`config.mk`:
```
export PLATFORM = sky130hd
export DESIGN_NAME = frame_serializer
export DESIGN_NICKNAME = d
export VERILOG_FILES = /design/src/rtl/frame_serializer.sv
export SDC_FILE = /design/constraint.sdc
export NUM_CORES = 1
export LEC_CHECK = 0
export ABC_AREA = 1
export CAP_MARGIN = 30
export CORE_MARGIN = 10
export CORE_UTILIZATION = 40
export DETAILED_ROUTE_END_ITERATION = 10
export HOLD_SLACK_MARGIN = 0.15
export PLACE_DENSITY = 0.58
export SYNTH_ARGS = -nofsm -noshare
export SYNTH_HDL_FRONTEND = slang
export SYNTH_SLANG_ARGS = --single-unit
```
`constraint.sdc`:
```
create_clock -name clk -period 2.85 [get_ports clk]
set_input_delay 0.57 -clock clk [delete_from_list [all_inputs] [get_ports clk]]
set_output_delay 0.57 -clock clk [all_outputs]
set_load 0.005 [all_outputs]
```
`src/rtl/frame_serializer.sv`:
```
// Frame serializer: sends SYNC_WORD then WORDS buffer words MSB first on txd, BIT_DIV clocks per bit.
// Define FRAME_SERIALIZER_PARITY_EN to append one odd-parity bit after every data word.
module frame_serializer #(
  parameter int unsigned BIT_DIV   = 8,
  parameter int unsigned WORDS     = 20,
  parameter logic [15:0] SYNC_WORD = 16'hF0A5
) (
  input  logic        clk,
  input  logic        rst,
  input  logic        full,
  input  logic [15:0] rdData,
  output logic [4:0]  rdAdr,
  output logic        rdEn,
  output logic        txd,
  output logic        busy,
  output logic        done
);

`ifdef FRAME_SERIALIZER_PARITY_EN
  localparam int unsigned WB = 17;

  function automatic logic odd_parity(input logic [15:0] w);
    return ~(^w);
  endfunction
`else
  localparam int unsigned WB = 16;
`endif

  localparam logic [7:0] DIV_LAST  = 8'(BIT_DIV - 1);
  localparam logic [7:0] DIV_PRE   = 8'(BIT_DIV - 2);
  localparam logic [4:0] BIT_LAST  = 5'(WB - 1);
  localparam logic [4:0] WORD_LAST = 5'(WORDS - 1);

  typedef enum logic [2:0] {
    IDLE  = 3'd0,
    SYNC  = 3'd1,
    FETCH = 3'd2,
    LATCH = 3'd3,
    SHIFT = 3'd4,
    DONE  = 3'd5
  } state_t;

  state_t      state_q, state_d;
  logic        sync1_q, sync1_d, sync2_q, sync2_d;
  logic [1:0]  warm_q, warm_d;
  logic        low_seen_q, low_seen_d;
  logic [7:0]  div_q, div_d;
  logic [3:0]  sbit_q, sbit_d;
  logic [4:0]  bit_q, bit_d;
  logic [4:0]  word_q, word_d;
  logic [15:0] shreg_q, shreg_d;
  logic        txd_q, txd_d;
  logic        busy_q, busy_d;
  logic        done_q, done_d;
  logic        rden_q, rden_d;
  logic [4:0]  rdadr_q, rdadr_d;
  logic        rise_s;
  logic [16:0] word_s;
  logic [4:0]  nb_idx_s;

`ifdef FRAME_SERIALIZER_PARITY_EN
  logic par_q, par_d;
  assign word_s = {shreg_q, par_q};
`else
  assign word_s = {1'b0, shreg_q};
`endif

  // A rising edge only counts once a genuinely synchronized low has been seen after reset.
  assign rise_s   = sync2_q & low_seen_q;
  assign nb_idx_s = (bit_q == 5'd0) ? 5'd0 : bit_q - 5'd1;

  // Read data is only valid during LATCH, so the first data bit is taken straight from it there.
  assign txd   = (state_q == LATCH) ? rdData[15] : txd_q;
  assign busy  = busy_q;
  assign done  = done_q;
  assign rdEn  = rden_q;
  assign rdAdr = rdadr_q;

  // Next-state and next-output computation for the whole frame sequencer.
  always_comb begin
    state_d    = state_q;
    sync1_d    = full;
    sync2_d    = sync1_q;
    warm_d     = (warm_q == 2'd2) ? warm_q : warm_q + 2'd1;
    low_seen_d = (warm_q == 2'd2) & ~sync2_q;
    div_d      = div_q;
    sbit_d     = sbit_q;
    bit_d      = bit_q;
    word_d     = word_q;
    shreg_d    = shreg_q;
    txd_d      = txd_q;
    busy_d     = busy_q;
    done_d     = 1'b0;
    rden_d     = 1'b0;
    rdadr_d    = 5'd0;
`ifdef FRAME_SERIALIZER_PARITY_EN
    par_d      = par_q;
`endif
    case (state_q)
      IDLE: begin
        if (rise_s) begin
          state_d = SYNC;
          busy_d  = 1'b1;
          txd_d   = SYNC_WORD[15];
          sbit_d  = 4'd15;
          div_d   = 8'd0;
          word_d  = 5'd0;
        end else begin
          txd_d  = 1'b1;
          busy_d = 1'b0;
        end
      end
      SYNC: begin
        if (div_q == DIV_LAST) begin
          div_d  = 8'd0;
          sbit_d = sbit_q - 4'd1;
          txd_d  = SYNC_WORD[sbit_q - 4'd1];
        end else begin
          div_d = div_q + 8'd1;
          if ((sbit_q == 4'd0) && (div_q == DIV_PRE)) begin
            state_d = FETCH;
            rden_d  = 1'b1;
            rdadr_d = word_q;
          end else begin
            state_d = SYNC;
          end
        end
      end
      FETCH: begin
        state_d = LATCH;
        div_d   = 8'd0;
        bit_d   = BIT_LAST;
      end
      LATCH: begin
        state_d = SHIFT;
        shreg_d = rdData;
        txd_d   = rdData[15];
        div_d   = div_q + 8'd1;
`ifdef FRAME_SERIALIZER_PARITY_EN
        par_d   = odd_parity(rdData);
`endif
      end
      SHIFT: begin
        if (div_q == DIV_LAST) begin
          div_d = 8'd0;
          if (bit_q == 5'd0) begin
            state_d = DONE;
            done_d  = 1'b1;
            busy_d  = 1'b0;
            txd_d   = 1'b1;
          end else begin
            bit_d = bit_q - 5'd1;
            txd_d = word_s[nb_idx_s];
          end
        end else begin
          div_d = div_q + 8'd1;
          // Next word is fetched in the last cycle of this word's final bit to keep the line gapless.
          if ((bit_q == 5'd0) && (div_q == DIV_PRE) && (word_q != WORD_LAST)) begin
            state_d = FETCH;
            rden_d  = 1'b1;
            word_d  = word_q + 5'd1;
            rdadr_d = word_q + 5'd1;
          end else begin
            state_d = SHIFT;
          end
        end
      end
      DONE: begin
        state_d = IDLE;
        txd_d   = 1'b1;
        busy_d  = 1'b0;
      end
      default: begin
        state_d = IDLE;
        txd_d   = 1'b1;
        busy_d  = 1'b0;
      end
    endcase
  end

  // State and output registers with asynchronous active-low reset.
  always_ff @(posedge clk or negedge rst) begin
    if (!rst) begin
      state_q    <= IDLE;
      sync1_q    <= 1'b0;
      sync2_q    <= 1'b0;
      warm_q     <= 2'd0;
      low_seen_q <= 1'b0;
      div_q      <= 8'd0;
      sbit_q     <= 4'd0;
      bit_q      <= 5'd0;
      word_q     <= 5'd0;
      shreg_q    <= 16'd0;
      txd_q      <= 1'b1;
      busy_q     <= 1'b0;
      done_q     <= 1'b0;
      rden_q     <= 1'b0;
      rdadr_q    <= 5'd0;
`ifdef FRAME_SERIALIZER_PARITY_EN
      par_q      <= 1'b0;
`endif
    end else begin
      state_q    <= state_d;
      sync1_q    <= sync1_d;
      sync2_q    <= sync2_d;
      warm_q     <= warm_d;
      low_seen_q <= low_seen_d;
      div_q      <= div_d;
      sbit_q     <= sbit_d;
      bit_q      <= bit_d;
      word_q     <= word_d;
      shreg_q    <= shreg_d;
      txd_q      <= txd_d;
      busy_q     <= busy_d;
      done_q     <= done_d;
      rden_q     <= rden_d;
      rdadr_q    <= rdadr_d;
`ifdef FRAME_SERIALIZER_PARITY_EN
      par_q      <= par_d;
`endif
    end
  end

endmodule

```
==> results of run 1 <==
sequential cells by signal, summed over array words and instances, names as in the netlist, 2 cells and up:
name	count
state_q	3
word_q	5
rdAdr	5
div_q	8
shreg_q	16
sbit_q	4
warm_q	2
bit_q	5
stage by stage:
step | area [um^2] | total power (uW) | hold slack, ns | util [%] | instances
final | 3257 | 1752 | 0.3758 | 47.94 | 471
after detailed placement | 3153 | 1291 | 0.3387 | 46.41 | 463
after CTS | 3257 | 1770 | 0.3697 | 47.94 | 471
after global placement | 3153 | 1283 | 0.3357 | 46.41 | 463
after floorplan | 2781 | 1163 | 0.2744 | - | 343
after global routing | 3257 | 1869 | 0.3914 | 47.94 | 471
area by class of cell:
cell class / instances / area share (%)
multi-input combinational: 223 / 35.31
sequential: 55 / 42.30
tap: 96 / 3.688
clock inverter: 1 / 0.2305
inverter: 60 / 6.915
clock buffer: 7 / 2.958
timing repair buffer: 29 / 8.605
cells in the final DEF (no fill, tap or decap), types with 2 or more instances in the layout:
cell type	n
nor3_2	3
nand2_1	66
inv_2	4
nand3_1	28
clkdlybuf4s50_1	26
clkbuf_8	7
dfrtp_1	54
nor2_1	32
ha_1	7
xor2_1	2
nor3_1	10
nand2_2	2
o21ai_0	38
buf_4	2
xnor2_1	4
a22oi_1	2
inv_1	56
nor2_2	2
a21oi_1	13
cells by family (layout without fill, tap and decap cells):
family / after synthesis / in the layout / share of synthesized area [%]
AO/OA/AOI/OAI: 61 / 61 / 12.37
buffers and inverters: 65 / 97 / 9.131
AND/OR/NAND/NOR: 149 / 149 / 23.93
XOR/XNOR: 6 / 6 / 1.889
flip-flops: 55 / 55 / 49.53
adder cells (fa/ha/maj): 7 / 7 / 3.149
how the worst max path moves through the flow:
stage	from	to	slack, ns	cells past startpoint
floorplan	state_q[2]	txd	1.19	4
global placement	rdData[15]	txd	0.52	4
detailed placement	rdData[15]	txd	0.52	4
CTS	state_q[2]	txd	0.37	5
global route	state_q[2]	txd	0.20	5
finish	state_q[2]	txd	0.40	5
critical path: cells and delay by family (launching register included):
family | cells | cell delay, ns
DFF | 1 | 0.46
and+or+nand+nor | 3 | 0.48
buffers and inverters | 2 | 0.63
routing by layer:
metal / global-route usage [%] / vias up / share of wire [%]
met1: 15.21 / 1008 / 48
li1: - / 1155 / -
met3: 2.060 / 9 / 2.9
met5: 0 / - / 0
met2: 19.10 / 25 / 46
met4: 5.027 / 0 / 2.1
power breakdown:
part | internal [uW] | switching, uW | total, uW
Clock | 222 | 256 | 478
Combinational | 146 | 248 | 394
Sequential | 842 | 38.2 | 880
==> flow_summary.toml, run 1 <==
[job]
drv.max_cap_violation_count = 0

[clocking]
cts_tree = "built"
cts_buffers = 5
cts_buffer_depth = 2
ctsHoldBuffers = 0
cts_num_sinks = 55
htreeDepth = 2
cts.repair.resized = 0
clk_pin_slew_worst_paths_ns = 0.10
cts-root-buf = "clkbuf_8"
clk_latency_ns = 0.32
postCtsSetupBuffers = 0

[yosys]
yosysWarnings = 0
yosysSeqAreaShare_pct = 49.53
netlist_top_cells_count = "nand2_1 (66), inv_1 (56), dfrtp_1 (54)"
synth_cell_types = 34
synth_edf_count = 0
ys_ff_latch = 55
synth_most_common_cell = "nand2_1"
synthArstFlopShare_pct = 100.0
synth-main-ff-cell = "dfrtp_1"
avgSynthCellArea_um2 = 8.109
synth_nets = 369
synth_top_area_cell = "dfrtp_1"
syn_area_um2 = 2781
synth_area_leaders = "dfrtp_1 (49%), nand2_1 (8.9%), inv_1 (7.6%)"
synth_cells = 343
synth_top_area_share_pct = 48.58

[sta]
worst_slack_ns = 0.4017
drv_slew = 0
finalCritPeriodShare_pct = 85.91
slew_headroom_pct = 38.71
clock-skew-final_ns = 0.01499
post-route-min-period_ns = 2.448
max_freq_ghz = 0.4084
hold_viol = 0
worstMarginPinSlew_ns = 0.9194
tns_ns = 0
rsz0062_at_grt = "no"
setup_violations = 0

[final_layout]
multiInputGateArea_um2 = 1150
nFillCells = 673
regArea_um2 = 1378
num_antenna_cells = 0
syn2layout_area_growth_pct = 17.09
layout-drive-gt1-share_pct = 8.267
fin_nets = 400

[die]
die_area_um2 = 10690
die_h_um = 103.4
core-area_um2 = 6794
rows = 30
io_pins = 28
die_w_um = 103.4
initial_core_util_pct = 40.94

[critical_path]
worstSetupEndpointType = "output pin"
critical_path.max_stage_delay_ns = 0.46
reg2reg_depth = 10
critPathSlowestCell = "dfrtp_1"
cpMostUsedCell = "nand2_1"
path_max_fanout = 6
path_cells = "nor3_2 > inv_1 > nand2_1 > nand2_1 > clkdlybuf4s50_1"
r2r-start = "bit_q[0]"
reg2reg_setup_slack_ns = 0.61
cp.arrival_ns = 1.88
critPathRequiredTime_ns = 2.28
r2r_end = "txd_q"
critPathKind = "reg2out"
cp-start-kind = "flip-flop"

[routing]
ant_nets = 0
drc_errors = 0
num_vias = 2197
totalWireLength_mm = 5.708
wl_per_cell_um = 12.12
drtIter0Drc = 103
via_per_inst = 4.665
drtPass1Iterations = 4

[placement]
preCtsSetupSlack_ns = 0.5154
hpwlAfterDp_mm = 4.348
gp_congestion = 0.8357
port-buffer-count = 27

[worst_hold_path]
min_path_type = "in2async"

[global_routing]
grt_pass1_vias = 2224
grt_pass1_wl_mm = 10.14
antenna_found_initial = 0
grt_use_total_pct = 11.82
grt_max_degree = 42
grt_overflow = 0

[run_status]
status = "completed"

[power]
powerDensity_nw_per_um2 = 537.8
ir_drop_v = 0.0001888
p_leak_uw = 0.001530
No activity file was read; power rests on OpenSTA's default activity.
==> run 2: changes to the inputs <==
CAP_MARGIN = 15   (was 30)
CTS_CLUSTER_DIAMETER = 150   (was default)
==> results of run 2 <==
The final DEF is identical to that of run 1; final timing and power are the same.
==> run 3: changes to the inputs <==
SKIP_LAST_GASP = 1   (was default)
==> results of run 3 <==
The final DEF is identical to that of run 1; final timing and power are the same.
